[src/rtl/uart_pkg.sv]
// rtl/uart_pkg.sv - shared UART state encodings, default rates and constant helpers
package uart_pkg;

    typedef enum logic [2:0] {
        ST_IDLE   = 3'd0,
        ST_START  = 3'd1,
        ST_DATA   = 3'd2,
        ST_PARITY = 3'd3,
        ST_STOP   = 3'd4
    } uart_state_t;

    localparam int DEF_FREQ       = 12000000;
    localparam int DEF_BAUD       = 9600;
    localparam int DEF_OVERSAMPLE = 16;

    // Ceiling log2, usable in constant expressions
    function automatic int clog2(input int value);
        int r;
        r = 0;
        while ((1 << r) < value) r = r + 1;
        return r;
    endfunction

    // Clocks per oversample tick, truncating
    function automatic int baud_div(input int freq, input int baud, input int oversample);
        return freq / (baud * oversample);
    endfunction

endpackage

[src/rtl/uart_baud_tick.sv]
// rtl/uart_baud_tick.sv - free-running divider emitting a one-clk tick every FREQ/(BAUD*OVERSAMPLE) clocks
module uart_baud_tick
    import uart_pkg::*;
#(
    parameter int FREQ       = DEF_FREQ,
    parameter int BAUD       = DEF_BAUD,
    parameter int OVERSAMPLE = DEF_OVERSAMPLE
) (
    input  logic clk,
    input  logic nrst,
    input  logic clr,
    output logic tick
);

    localparam int DIV = baud_div(FREQ, BAUD, OVERSAMPLE);
    localparam int CW  = (clog2(DIV) < 1) ? 1 : clog2(DIV);

    logic [CW-1:0] cnt;

    // Count 0..DIV-1; clr restarts the period so the first tick lands a full period later
    always_ff @(posedge clk or negedge nrst) begin
        if (!nrst) begin
            cnt <= '0;
        end else if (clr || cnt == CW'(DIV - 1)) begin
            cnt <= '0;
        end else begin
            cnt <= cnt + 1'b1;
        end
    end

    assign tick = !clr && (cnt == CW'(DIV - 1));

endmodule

[src/rtl/uart_frame_echo.sv]
// rtl/uart_frame_echo.sv - buffers FRAME_BYTES rx characters then echoes them on tx; UART_PARITY_EN adds even parity
module uart_frame_echo
    import uart_pkg::*;
#(
    parameter int FREQ        = DEF_FREQ,
    parameter int BAUD        = DEF_BAUD,
    parameter int OVERSAMPLE  = DEF_OVERSAMPLE,
    parameter int DATA_BITS   = 8,
    parameter int FRAME_BYTES = 4
) (
    input  logic                             clk,
    input  logic                             nrst,
    input  logic                             rx,
    output logic                             tx,
    output logic                             busy,
    output logic                             frame_err,
    output logic [$clog2(FRAME_BYTES+1)-1:0] rx_count
);

    localparam int CNT_W   = clog2(FRAME_BYTES + 1);
    localparam int PTR_W   = (FRAME_BYTES == 1) ? 1 : clog2(FRAME_BYTES);
    localparam int SMP_W   = clog2(OVERSAMPLE);
    localparam int BIT_W   = clog2(DATA_BITS);
    // TX period is the rx tick period times OVERSAMPLE, so both sides share the truncated divisor
    localparam int TX_FREQ = baud_div(FREQ, BAUD, OVERSAMPLE) * OVERSAMPLE * BAUD;

    localparam logic [PTR_W-1:0] LAST_PTR = PTR_W'(FRAME_BYTES - 1);
    localparam logic [BIT_W-1:0] LAST_BIT = BIT_W'(DATA_BITS - 1);
    localparam logic [SMP_W-1:0] MID_START = SMP_W'(OVERSAMPLE / 2 - 1);
    localparam logic [SMP_W-1:0] MID_BIT   = SMP_W'(OVERSAMPLE - 1);

`ifdef UART_PARITY_EN
    localparam uart_state_t AFTER_DATA = ST_PARITY;
`else
    localparam uart_state_t AFTER_DATA = ST_STOP;
`endif

    logic                 rx_meta, rx_sync, rx_hist, rx_fall;
    uart_state_t          rx_state, rx_next, tx_state, tx_next;
    logic                 rx_tick, tx_tick, rx_go, rx_mid, stop_ok;
    logic                 wr_en, err_d, tx_done, tx_d;
    logic [SMP_W-1:0]     smp_cnt;
    logic [BIT_W-1:0]     rx_bit, tx_bit;
    logic [DATA_BITS-1:0] rx_sh, tx_char;
    logic [DATA_BITS-1:0] buf_mem [FRAME_BYTES];
    logic [PTR_W-1:0]     wr_ptr, rd_ptr;

    uart_baud_tick #(.FREQ(FREQ), .BAUD(BAUD), .OVERSAMPLE(OVERSAMPLE)) u_rx_tick (
        .clk(clk), .nrst(nrst), .clr(rx_go), .tick(rx_tick)
    );

    uart_baud_tick #(.FREQ(TX_FREQ), .BAUD(BAUD), .OVERSAMPLE(1)) u_tx_tick (
        .clk(clk), .nrst(nrst), .clr(tx_state == ST_IDLE), .tick(tx_tick)
    );

    // Two-flop synchroniser plus history flop; idle-high reset avoids a false edge
    always_ff @(posedge clk or negedge nrst) begin
        if (!nrst) begin
            rx_meta <= 1'b1;
            rx_sync <= 1'b1;
            rx_hist <= 1'b1;
        end else begin
            rx_meta <= rx;
            rx_sync <= rx_meta;
            rx_hist <= rx_sync;
        end
    end

    assign rx_fall = rx_hist && !rx_sync;
    assign rx_go   = (rx_state == ST_IDLE) && rx_fall && !busy;
    assign rx_mid  = rx_tick && (smp_cnt == ((rx_state == ST_START) ? MID_START : MID_BIT));

    // RX state register
    always_ff @(posedge clk or negedge nrst) begin
        if (!nrst) rx_state <= ST_IDLE;
        else       rx_state <= rx_next;
    end

    // RX next state: mid-bit samples drive every transition after the start edge
    always_comb begin
        rx_next = rx_state;
        case (rx_state)
            ST_IDLE:   if (rx_go) rx_next = ST_START;
            ST_START:  if (rx_mid) rx_next = rx_sync ? ST_IDLE : ST_DATA;
            ST_DATA:   if (rx_mid && rx_bit == LAST_BIT) rx_next = AFTER_DATA;
`ifdef UART_PARITY_EN
            ST_PARITY: if (rx_mid) rx_next = ST_STOP;
`endif
            ST_STOP:   if (rx_mid) rx_next = ST_IDLE;
            default:   rx_next = ST_IDLE;
        endcase
    end

    // RX outputs: the stop sample either stores the character or flags it, never both
    always_comb begin
        wr_en = 1'b0;
        err_d = 1'b0;
        if (rx_state == ST_STOP && rx_mid) begin
            if (stop_ok) wr_en = 1'b1;
            else         err_d = 1'b1;
        end
    end

    // RX datapath: sample counter, bit counter and LSB-first shift register
    always_ff @(posedge clk or negedge nrst) begin
        if (!nrst) begin
            smp_cnt <= '0;
            rx_bit  <= '0;
            rx_sh   <= '0;
        end else begin
            if (rx_go || rx_mid)  smp_cnt <= '0;
            else if (rx_tick)     smp_cnt <= smp_cnt + 1'b1;
            if (rx_state == ST_START) begin
                rx_bit <= '0;
            end else if (rx_state == ST_DATA && rx_mid) begin
                rx_bit <= rx_bit + 1'b1;
                rx_sh  <= {rx_sync, rx_sh[DATA_BITS-1:1]};
            end
        end
    end

`ifdef UART_PARITY_EN
    logic par_bad;

    // Latch the even-parity verdict so a good stop bit cannot rescue a bad character
    always_ff @(posedge clk or negedge nrst) begin
        if (!nrst)                                par_bad <= 1'b0;
        else if (rx_state == ST_PARITY && rx_mid) par_bad <= (^rx_sh) ^ rx_sync;
    end

    assign stop_ok = rx_sync && !par_bad;
`else
    assign stop_ok = rx_sync;
`endif

    // Character buffer; contents are don't-care after reset
    always_ff @(posedge clk) begin
        if (wr_en) buf_mem[wr_ptr] <= rx_sh;
    end

    // Frame bookkeeping: busy follows a full buffer by one clk and clears with the last stop bit
    always_ff @(posedge clk or negedge nrst) begin
        if (!nrst) begin
            wr_ptr    <= '0;
            rx_count  <= '0;
            busy      <= 1'b0;
            frame_err <= 1'b0;
        end else begin
            frame_err <= err_d;
            if (tx_done) begin
                wr_ptr   <= '0;
                rx_count <= '0;
                busy     <= 1'b0;
            end else begin
                if (wr_en) begin
                    wr_ptr   <= wr_ptr + 1'b1;
                    rx_count <= rx_count + 1'b1;
                end
                if (rx_count == CNT_W'(FRAME_BYTES)) busy <= 1'b1;
            end
        end
    end

    // TX state register
    always_ff @(posedge clk or negedge nrst) begin
        if (!nrst) tx_state <= ST_IDLE;
        else       tx_state <= tx_next;
    end

    // TX next state: characters loop back to START until the last one is sent
    always_comb begin
        tx_next = tx_state;
        case (tx_state)
            ST_IDLE:   if (busy) tx_next = ST_START;
            ST_START:  if (tx_tick) tx_next = ST_DATA;
            ST_DATA:   if (tx_tick && tx_bit == LAST_BIT) tx_next = AFTER_DATA;
`ifdef UART_PARITY_EN
            ST_PARITY: if (tx_tick) tx_next = ST_STOP;
`endif
            ST_STOP:   if (tx_tick) tx_next = (rd_ptr == LAST_PTR) ? ST_IDLE : ST_START;
            default:   tx_next = ST_IDLE;
        endcase
    end

    // TX outputs: next line level and end-of-frame strobe
    always_comb begin
        tx_char = buf_mem[rd_ptr];
        tx_done = (tx_state == ST_STOP) && tx_tick && (rd_ptr == LAST_PTR);
        case (tx_state)
            ST_START:  tx_d = 1'b0;
            ST_DATA:   tx_d = tx_char[tx_bit];
`ifdef UART_PARITY_EN
            ST_PARITY: tx_d = ^tx_char;
`endif
            default:   tx_d = 1'b1;
        endcase
    end

    // TX datapath: registered line output, bit index and read pointer
    always_ff @(posedge clk or negedge nrst) begin
        if (!nrst) begin
            tx     <= 1'b1;
            tx_bit <= '0;
            rd_ptr <= '0;
        end else begin
            tx <= tx_d;
            if (tx_state == ST_START)                tx_bit <= '0;
            else if (tx_state == ST_DATA && tx_tick) tx_bit <= tx_bit + 1'b1;
            if (tx_done)                             rd_ptr <= '0;
            else if (tx_state == ST_STOP && tx_tick) rd_ptr <= rd_ptr + 1'b1;
        end
    end

endmodule

[config.mk]
export PLATFORM = sky130hd
export DESIGN_NAME = uart_frame_echo
export DESIGN_NICKNAME = d
export VERILOG_FILES = /design/src/rtl/uart_pkg.sv /design/src/rtl/uart_baud_tick.sv /design/src/rtl/uart_frame_echo.sv
export SDC_FILE = /design/constraint.sdc
export NUM_CORES = 1
export LEC_CHECK = 0
export BUFFER_PORTS_ARGS = -buffer_cell sky130_fd_sc_hd__buf_2
export CAP_MARGIN = 40
export CORE_ASPECT_RATIO = 0.9
export CORE_MARGIN = 2
export CORE_UTILIZATION = 55
export DETAILED_ROUTE_END_ITERATION = 16
export PLACE_DENSITY = 0.74
export SLEW_MARGIN = 30
export SYNTH_ARGS = -nofsm -noshare
export SYNTH_HDL_FRONTEND = slang
export SYNTH_SLANG_ARGS = --single-unit
[constraint.sdc]
create_clock -name clk -period 4.4 [get_ports clk]
set_input_delay 1.1 -clock clk [delete_from_list [all_inputs] [get_ports clk]]
set_output_delay 1.1 -clock clk [all_outputs]
set_load 0.1 [all_outputs]
# Word level (Yosys, flattened, before mapping)
# Memory sizes are Yosys's and may differ from the RTL's.
# Cells that the tools add are included.
# W data, S select, Z words.
# word_totals
out_inout_bits	6
memories	1
ram_bits	32
in_bits	3
ff_bits	55
elab_cells	118
# mem_list
memory	words	word_bits	read_ports	rd_ports_with_merged_regs	wr	line	rtl
buf_mem	4	8	1	0	1	uart_frame_echo.sv:45	logic [DATA_BITS-1:0] buf_mem [FRAME_BYTES];
# classes
n_bitwise	1
eq_ne	21
addsub	8
reduce_logical	31
magnitude_cmp	1
n_mux	38
# ops
cell	count
$mux W3	14
$pmux W3 S4	2
$ne A2 B2 Y1 const B	8
$eq A3 B3 Y1 const B	5
$logic_and A1 B1 Y1	13
$mux W4	3
$reduce_bool A2 Y1	6
$add A11 B1 Y11 const B	1
$eq A11 B11 Y1 const B	1
$mux W11	1
$mux W1	10
$mux W2	5
$add A3 B1 Y3 const B	3
$reduce_and A4 Y1	2
$add A7 B1 Y7 const B	1
$eq A7 B7 Y1 const B	1
$mux W7	1
$eq A3 B1 Y1 const B	2
$eq A3 B2 Y1 const B	2
$logic_not A3 Y1	2
$add A2 B1 Y2 const B	2
$add A4 B1 Y4 const B	1
$eq A4 B4 Y1	1
$logic_not A1 Y1	4
other kinds (7)	9

# Longest topological paths before layout
# Gate-level depths: netlist of the first run.
# depth
depth_word	11
mapped_depth	7
mapped_depth_nobuf	6

# Cells and area by module
# A second synthesis of the first run with hierarchy kept.
# hier_totals
cells_unflattened	325
hier_area_um2	4007.6
# modules_own_cells
module	seq_area_each_um2	area_per_inst_um2	n_inst	cells_per_inst
uart_frame_echo	1891.8	3120.5	1	237
uart_baud_tick at u_tx_tick	275.3	546.8	1	56
uart_baud_tick at u_rx_tick	175.2	340.3	1	32

# Worst setup path after synthesis of the first run
# No wires, ideal clock.
# synth_timing
path_type	flip-flop to flip-flop
start	register busy
end	register rx_state[1]
n_path_buf	1
t_arrival_ps	2436
synth_period_minus_slack_ps	2513
required_ps	4324
path_stages_with_launch	6
path_slack_ps	1887
path_cell_list	dfrtp_1 > and4b_1 > clkbuf_1 > or4_4 > or4b_1 > o21ai_1
# synth_via
elab_chain_len	8
# synth_lines
element	line	rtl
from (decl)	uart_frame_echo.sv:15	output logic busy,
from (signal assigned)	uart_frame_echo.sv:146	busy <= 1'b0;
from (signal assigned)	uart_frame_echo.sv:153	busy <= 1'b0;
from (signal assigned)	uart_frame_echo.sv:159	if (rx_count == CNT_W'(FRAME_BYTES)) busy <= 1'b1;
$logic_not A1 Y1 *	uart_frame_echo.sv:70	assign rx_go = (rx_state == ST_IDLE) && rx_fall && !busy;
$logic_and A1 B1 Y1 *	uart_frame_echo.sv:70	
$logic_not A1 Y1	uart_baud_tick.sv:31	assign tick = !clr && (cnt == CW'(DIV - 1));
$logic_and A1 B1 Y1	uart_baud_tick.sv:31	
$logic_and A1 B1 Y1	uart_frame_echo.sv:71	assign rx_mid = rx_tick && (smp_cnt == ((rx_state == ST_START) ? MID_START : MID_BIT));
$logic_and A1 B1 Y1	uart_frame_echo.sv:85	ST_DATA: if (rx_mid && rx_bit == LAST_BIT) rx_next = AFTER_DATA;
$ne A2 B2 Y1 (no line)	--	
$reduce_and A4 Y1 (no line) *	--	
to (signal assigned)	uart_frame_echo.sv:76	else rx_state <= rx_next;
to (decl)	uart_frame_echo.sv:39	uart_state_t rx_state, rx_next, tx_state, tx_next;
# Mark *: on every way between the ends. The rest lies on a longest branch, timed or not.
# A chain may end at the register's enable or synchronous reset.

# Worst setup path after layout of the first run
# layout_timing
start	register rx_state[2]
end	memory buf_mem[0][7] (enable)
# layout_via
elab_chain_len	10
# layout_lines
element	line	rtl
branches (longest 6 deep; another with $mux W4)	--	
$logic_and A1 B1 Y1 *	uart_frame_echo.sv:98	if (rx_state == ST_STOP && rx_mid) begin
$mux W1 *	uart_frame_echo.sv:98	
$mux W1 *	uart_frame_echo.sv:138	if (wr_en) buf_mem[wr_ptr] <= rx_sh;
$mux W1 (implied by the code) *	uart_frame_echo.sv:138	
to (decl)	uart_frame_echo.sv:45	
# Every way passes the cells marked *.

==> results of run 1 <==
## placed cells by master (no fill, tap or decap), types with 6 or more instances in the layout
master    instances
a211oi_1          9
dfrtp_1          51
mux2i_1           6
buf_2             7
clkbuf_8         10
ha_1             15
xnor2_1           6
o21ai_0           6
mux2_2           17
nor2_1           38
xor2_1           11
edfxtp_1         32
nor2b_1           7
inv_1             8
nand3_1           7
a21oi_1           8
nand2_1          23
## cells by family after synthesis
| group | count (synthesis) | share of synthesized area |
|---|---|---|
| AND/OR/NAND/NOR | 121 | 0.171 |
| flip-flops | 87 | 0.592 |
| AO/OA/AOI/OAI | 37 | 0.0610 |
| multiplexers | 23 | 0.0636 |
| buffers and inverters | 19 | 0.0202 |
| XOR/XNOR | 18 | 0.0446 |
| adder cells (fa/ha/maj) | 15 | 0.0474 |
## final cells by class
type / count / area (um^2)
Sequential cell: 87 / 2340
Inverter: 8 / 30.0
Multi-Input combinational cell: 214 / 1540
Clock buffer: 12 / 149
Timing Repair Buffer: 10 / 61.3
Clock inverter: 4 / 53.8
Fill cell: 557 / 2710
Tap cell: 93 / 116
## stage by stage
step           hold slack [ps]  instance area (um^2)  instances
2_1_floorplan              345                  3960        320
3_3_place_gp               349                  4070        411
3_5_place_dp               349                  4080        411
4_1_cts                    365                  4280        427
5_1_grt                    369                  4300        428
6_report                   362                  4300        428
## metal layers
layer	up-vias	GRT usage	wire length, um
met2	23	0.265	2930
met3	7	0.0575	159
li1	1166	-	-
met4	0	0.0682	75
met5	-	0	0
met1	1169	0.250	3160
## registers in the layout, indices dropped and copies added, names as in the netlist
register,flops
frame_err,1
wr_ptr,2
rd_ptr,2
rx_bit,3
busy,1
rx_count,3
rx_state,3
smp_cnt,4
u_rx_tick.cnt,7
u_tx_tick.cnt,11
buf_mem,32
tx_state,3
rx_sync,1
tx_bit,3
rx_sh,8
tx,1
rx_meta,1
rx_hist,1
## worst paths after layout
kind,start,slack (ps),depth (start not counted),to
setup reg to reg,rx_state[2],1880,4,buf_mem[0][7]
hold reg to reg,rx_meta,360,0,rx_sync
min in group asynchronous,nrst,720,1,tx_bit[0]
hold / removal,rx_meta,360,0,rx_sync
setup / recovery,rx_state[2],1880,4,buf_mem[0][7]
max in group asynchronous,nrst,3010,2,rx_meta
## worst reg2reg max path, stage by stage (launching register included)
cell and delay, ps:
dfrtp_1 450, or3b_1 520, xor2_4 240, nor4_4 550, and2_1 440
## power groups by stage
stage	combinational, mW	clock [mW]	sequential [mW]
after global placement	0.0988	0	0.914
final	0.102	0.564	0.899
after detailed placement	0.104	0	0.916
after global routing	0.120	0.612	0.905
after floorplan	0.0796	0	0.910
after CTS	0.104	0.580	0.899
==> results.yml, run 1 <==
sta:
  clock_skew_ps: 10.4
  fmax_mhz: 396
  period_needed_ps: 2520
  worst_pin_slew_ps: 754
  rsz0062_at_grt: "no"
  finalSetupTns_ps: 0
  layout_setup_ws_ps: 1880
  post-route-period-util: 0.573
  hold_viol: 0
  setup_violations: 0
  slew_headroom: 0.494
  drv_slew: 0
power_and_ir_drop:
  p_sw_frac: 0.234
  power_density_mw_per_mm2: 364
  clock_power_share: 0.360
  p_leak_nw: 1.65
  intPower_mw: 1.20
  comb_power_share: 0.065
  power_mw: 1.57
  seqPwrFrac: 0.575
  switchingPower_uw: 367
  peakVddDrop_v: 0.000302
logic_synthesis:
  syn-num-nets: 338
  ys_ff_latch: 87
  synth_most_common_cell: "dfrtp_1"
  ys_warn_count: 0
  synth_edf_count: 32
  ys.flop_type: "dfrtp_1"
  synthTopCellsByArea: "dfrtp_1 32%, edfxtp_1 24%, mux2_2 4.8%"
  yosysSeqAreaShare: 0.592
  yosys.area.top_type: "dfrtp_1"
  syn_area_mm2: 0.00396
  synth_common_cells: "51 x dfrtp_1, 38 x nor2_1, 32 x edfxtp_1"
  synth_top_cell_area_share: 0.323
  async_flop_share: 0.632
  netlist_instances: 320
  avgSynthCellArea_um2: 12.4
  netlist-cell-type-count: 52
floorplanning:
  rows: 29
  io_pins: 9
  die_w_um: 93.4
  die_y_um: 84.5
  die-area_mm2: 0.00789
  core_mm2: 0.00700
  start_util: 0.565
setup_path:
  crit_type: "flop to flop"
  end_kind: "flop"
  max_stage_delay_ps: 550
  crit_buf_inv: 0
  cpLargestDelayFamily: "simple AND/OR/NAND/NOR gates"
  cp_slowest_cell: "nor4_4"
  critPathMaxFanout: 10
  crit_chain: "or3b_1, xor2_4, nor4_4, and2_1"
  cp.arrival_ps: 2540
  cp-start-kind: "flop"
  worstPathRequired_ps: 4420
detailed_routing:
  via_per_inst: 5.53
  first_iter_violations: 132
  via_count: 2365
  drt_pass1_iterations: 4
  drc: 0
  ant_nets: 0
  avgRoutedWirePerCell_um: 14.8
  routed_wl_um: 6320
clock_tree:
  clkSinkCount: 87
  cts_buffers: 9
  hold_buffers: 0
  postCtsSetupRepairBufs: 0
  h-tree-depth: 3
  worstSkewPairLatency_ps: 350
  clk_pin_slew_ps: 80
  clock-root-buffer: "clkbuf_8"
  ctsLongestPathBuffers: 2
  cts_tree: "built"
  post_cts_resized: 0
placement:
  pre_cts_ws_ps: 1870
  dp_hpwl_um: 4270
  gp_congestion: 0.770
  port_buffers: 8
layout:
  diodes: 0
  area_growth_pct: 8.57
  layout-drive-gt1-share: 0.167
  final_core_util: 0.613
  nNetsFinal: 348
global_routing:
  grt_overflow_total: 0
  antenna_found_initial: 0
  grt_pass1_vias: 2299
  grt_max_degree: 45
  grt_first_pass_wirelength_um: 10900
  grt.total_usage: 0.179
flow_run:
  cap_violations: 0
outcome:
  status: "complete, no violations"
worst_hold_path:
  hp-class: "flop to flop"
No activity file was read; power rests on OpenSTA's default activity.
==> inputs of run 2 (changes only) <==
==> constraint.sdc (replaced) <==
create_clock -name clk -period 2.5 [get_ports clk]
set_input_delay 0.625 -clock clk [delete_from_list [all_inputs] [get_ports clk]]
set_output_delay 0.625 -clock clk [all_outputs]
set_load 0.1 [all_outputs]
==> results.yml, run 2 (synthesis gave the netlist of run 1 again) <==
setup_path:
  cp.arrival_ps: 2610
  cp-start-kind: "flop"
  crit_type: "flop to flop"
  cp-startpoint: "rx_state[2]"
  reg2reg_from: "rx_state[2]"
  critPathMaxFanout: 7
  end_kind: "flop"
  worstPathRequired_ps: 2770
floorplanning:
  die-area_mm2: 0.00789
  die_y_um: 84.5
  rows: 29
  die_w_um: 93.4
  io_pins: 9
  core_mm2: 0.00700
  start_util: 0.565
outcome:
  status: "complete, no violations"
layout:
  fill_cells: 522
  final_common_cell: "dfrtp_1"
  layout-drive-gt1-share: 0.183
  reg_top3: "buf_mem: 32 flops, u_tx_tick.cnt: 11 flops, rx_sh: 8 flops"
  nNetsFinal: 352
  final_core_util: 0.615
  diodes: 0
  area_growth_pct: 8.82
  largest_reg_flops: 32
  final_cell_mix: "50 x dfrtp_1, 38 x nor2_1, 32 x edfxtp_1"
  regMostFlops: "buf_mem"
sta:
  period_needed_ps: 2330
  hold_viol: 0
  worst_pin_slew_ps: 563
  rsz0062_at_grt: "no"
  setup_violations: 0
  slew_headroom: 0.624
  post-route-period-util: 0.933
  drv_slew: 0
  finalSetupTns_ps: 0
  clock_skew_ps: 10.3
  fmax_mhz: 429
clock_tree:
  ctsLongestPathBuffers: 2
  clkSinkCount: 87
  post_cts_resized: 0
  clock-root-buffer: "clkbuf_8"
  h-tree-depth: 3
  clk_pin_slew_ps: 80
  cts_tree: "built"
  postCtsSetupRepairBufs: 0
  cts_buffers: 9
  hold_buffers: 0
  worstSkewPairLatency_ps: 350
placement:
  gp_congestion: 0.805
  dp_hpwl_um: 4520
  port_buffers: 8
global_routing:
  antenna_found_initial: 0
  grt_first_pass_wirelength_um: 11200
  grt_pass1_vias: 2312
  grt_overflow_total: 0
  grt.total_usage: 0.186
  grt_max_degree: 34
power_and_ir_drop:
  p_leak_nw: 1.66
  power_density_mw_per_mm2: 617
  peakVddDrop_v: 0.000510
detailed_routing:
  via_count: 2304
  avgRoutedWirePerCell_um: 14.9
  ant_nets: 0
  drc: 0
  via_per_inst: 5.33
  routed_wl_um: 6430
  first_iter_violations: 144
  drt_pass1_iterations: 4
worst_hold_path:
  hp-class: "input pin to async pin"
flow_run:
  cap_violations: 0
## run 2: critical path, cell delays in order (launching register included)
cell	delay (ps)
dfrtp_1	450
or3b_1	500
xor2_4	230
or4_4	460
or4b_1	470
o21ai_1	150
## run 2: layout make-up
| cell class | count | area (um^2) | area share |
|---|---|---|---|
| Clock buffer | 12 | 156 | 0.0363 |
| Multi-Input combinational cell | 214 | 1530 | 0.356 |
| Sequential cell | 87 | 2340 | 0.544 |
| Timing Repair Buffer | 14 | 97.6 | 0.0227 |
| Tap cell | 93 | 116 | 0.0270 |
| Clock inverter | 4 | 27.5 | 0.00639 |
| Inverter | 8 | 30.0 | 0.00697 |
## run 2: metrics by stage
step                      total power [mW]  area, um^2  hold WS, ps  std cells  setup WS (ps)
after detailed placement              1.79        4120          349        416            189
final                                 2.66        4310          268        432            167
after floorplan                       1.74        3960          329        320            271
after global routing                  2.79        4310          298        432           49.7
after CTS                             2.69        4310          260        432            164
after global placement                1.79        4120          348        416            237
## run 2: power by group
part	leakage, nW	total, mW	switching [mW]	internal (mW)
combinational	0.602	0.179	0.102	0.0769
sequential	0.959	1.58	0.0551	1.53
clock	0.0963	0.895	0.473	0.422
## run 2: final timing paths
path                               end  slack, ps  depth (start not counted)
max                        rx_state[1]        170                          5
min reg2reg                    rx_sync        360                          0
max reg2reg                rx_state[1]        170                          5
min in group clk               rx_sync        360                          0
max in group asynchronous           tx       1620                          2
min                          rx_bit[1]        270                          1
## run 2: layer usage
metal,GRT usage,part of all wire,up-vias
met2,0.258,0.43,26
li1,-,-,1178
met5,0,0,-
met4,0.0829,0.023,0
met3,0.0503,0.026,13
met1,0.277,0.52,1087
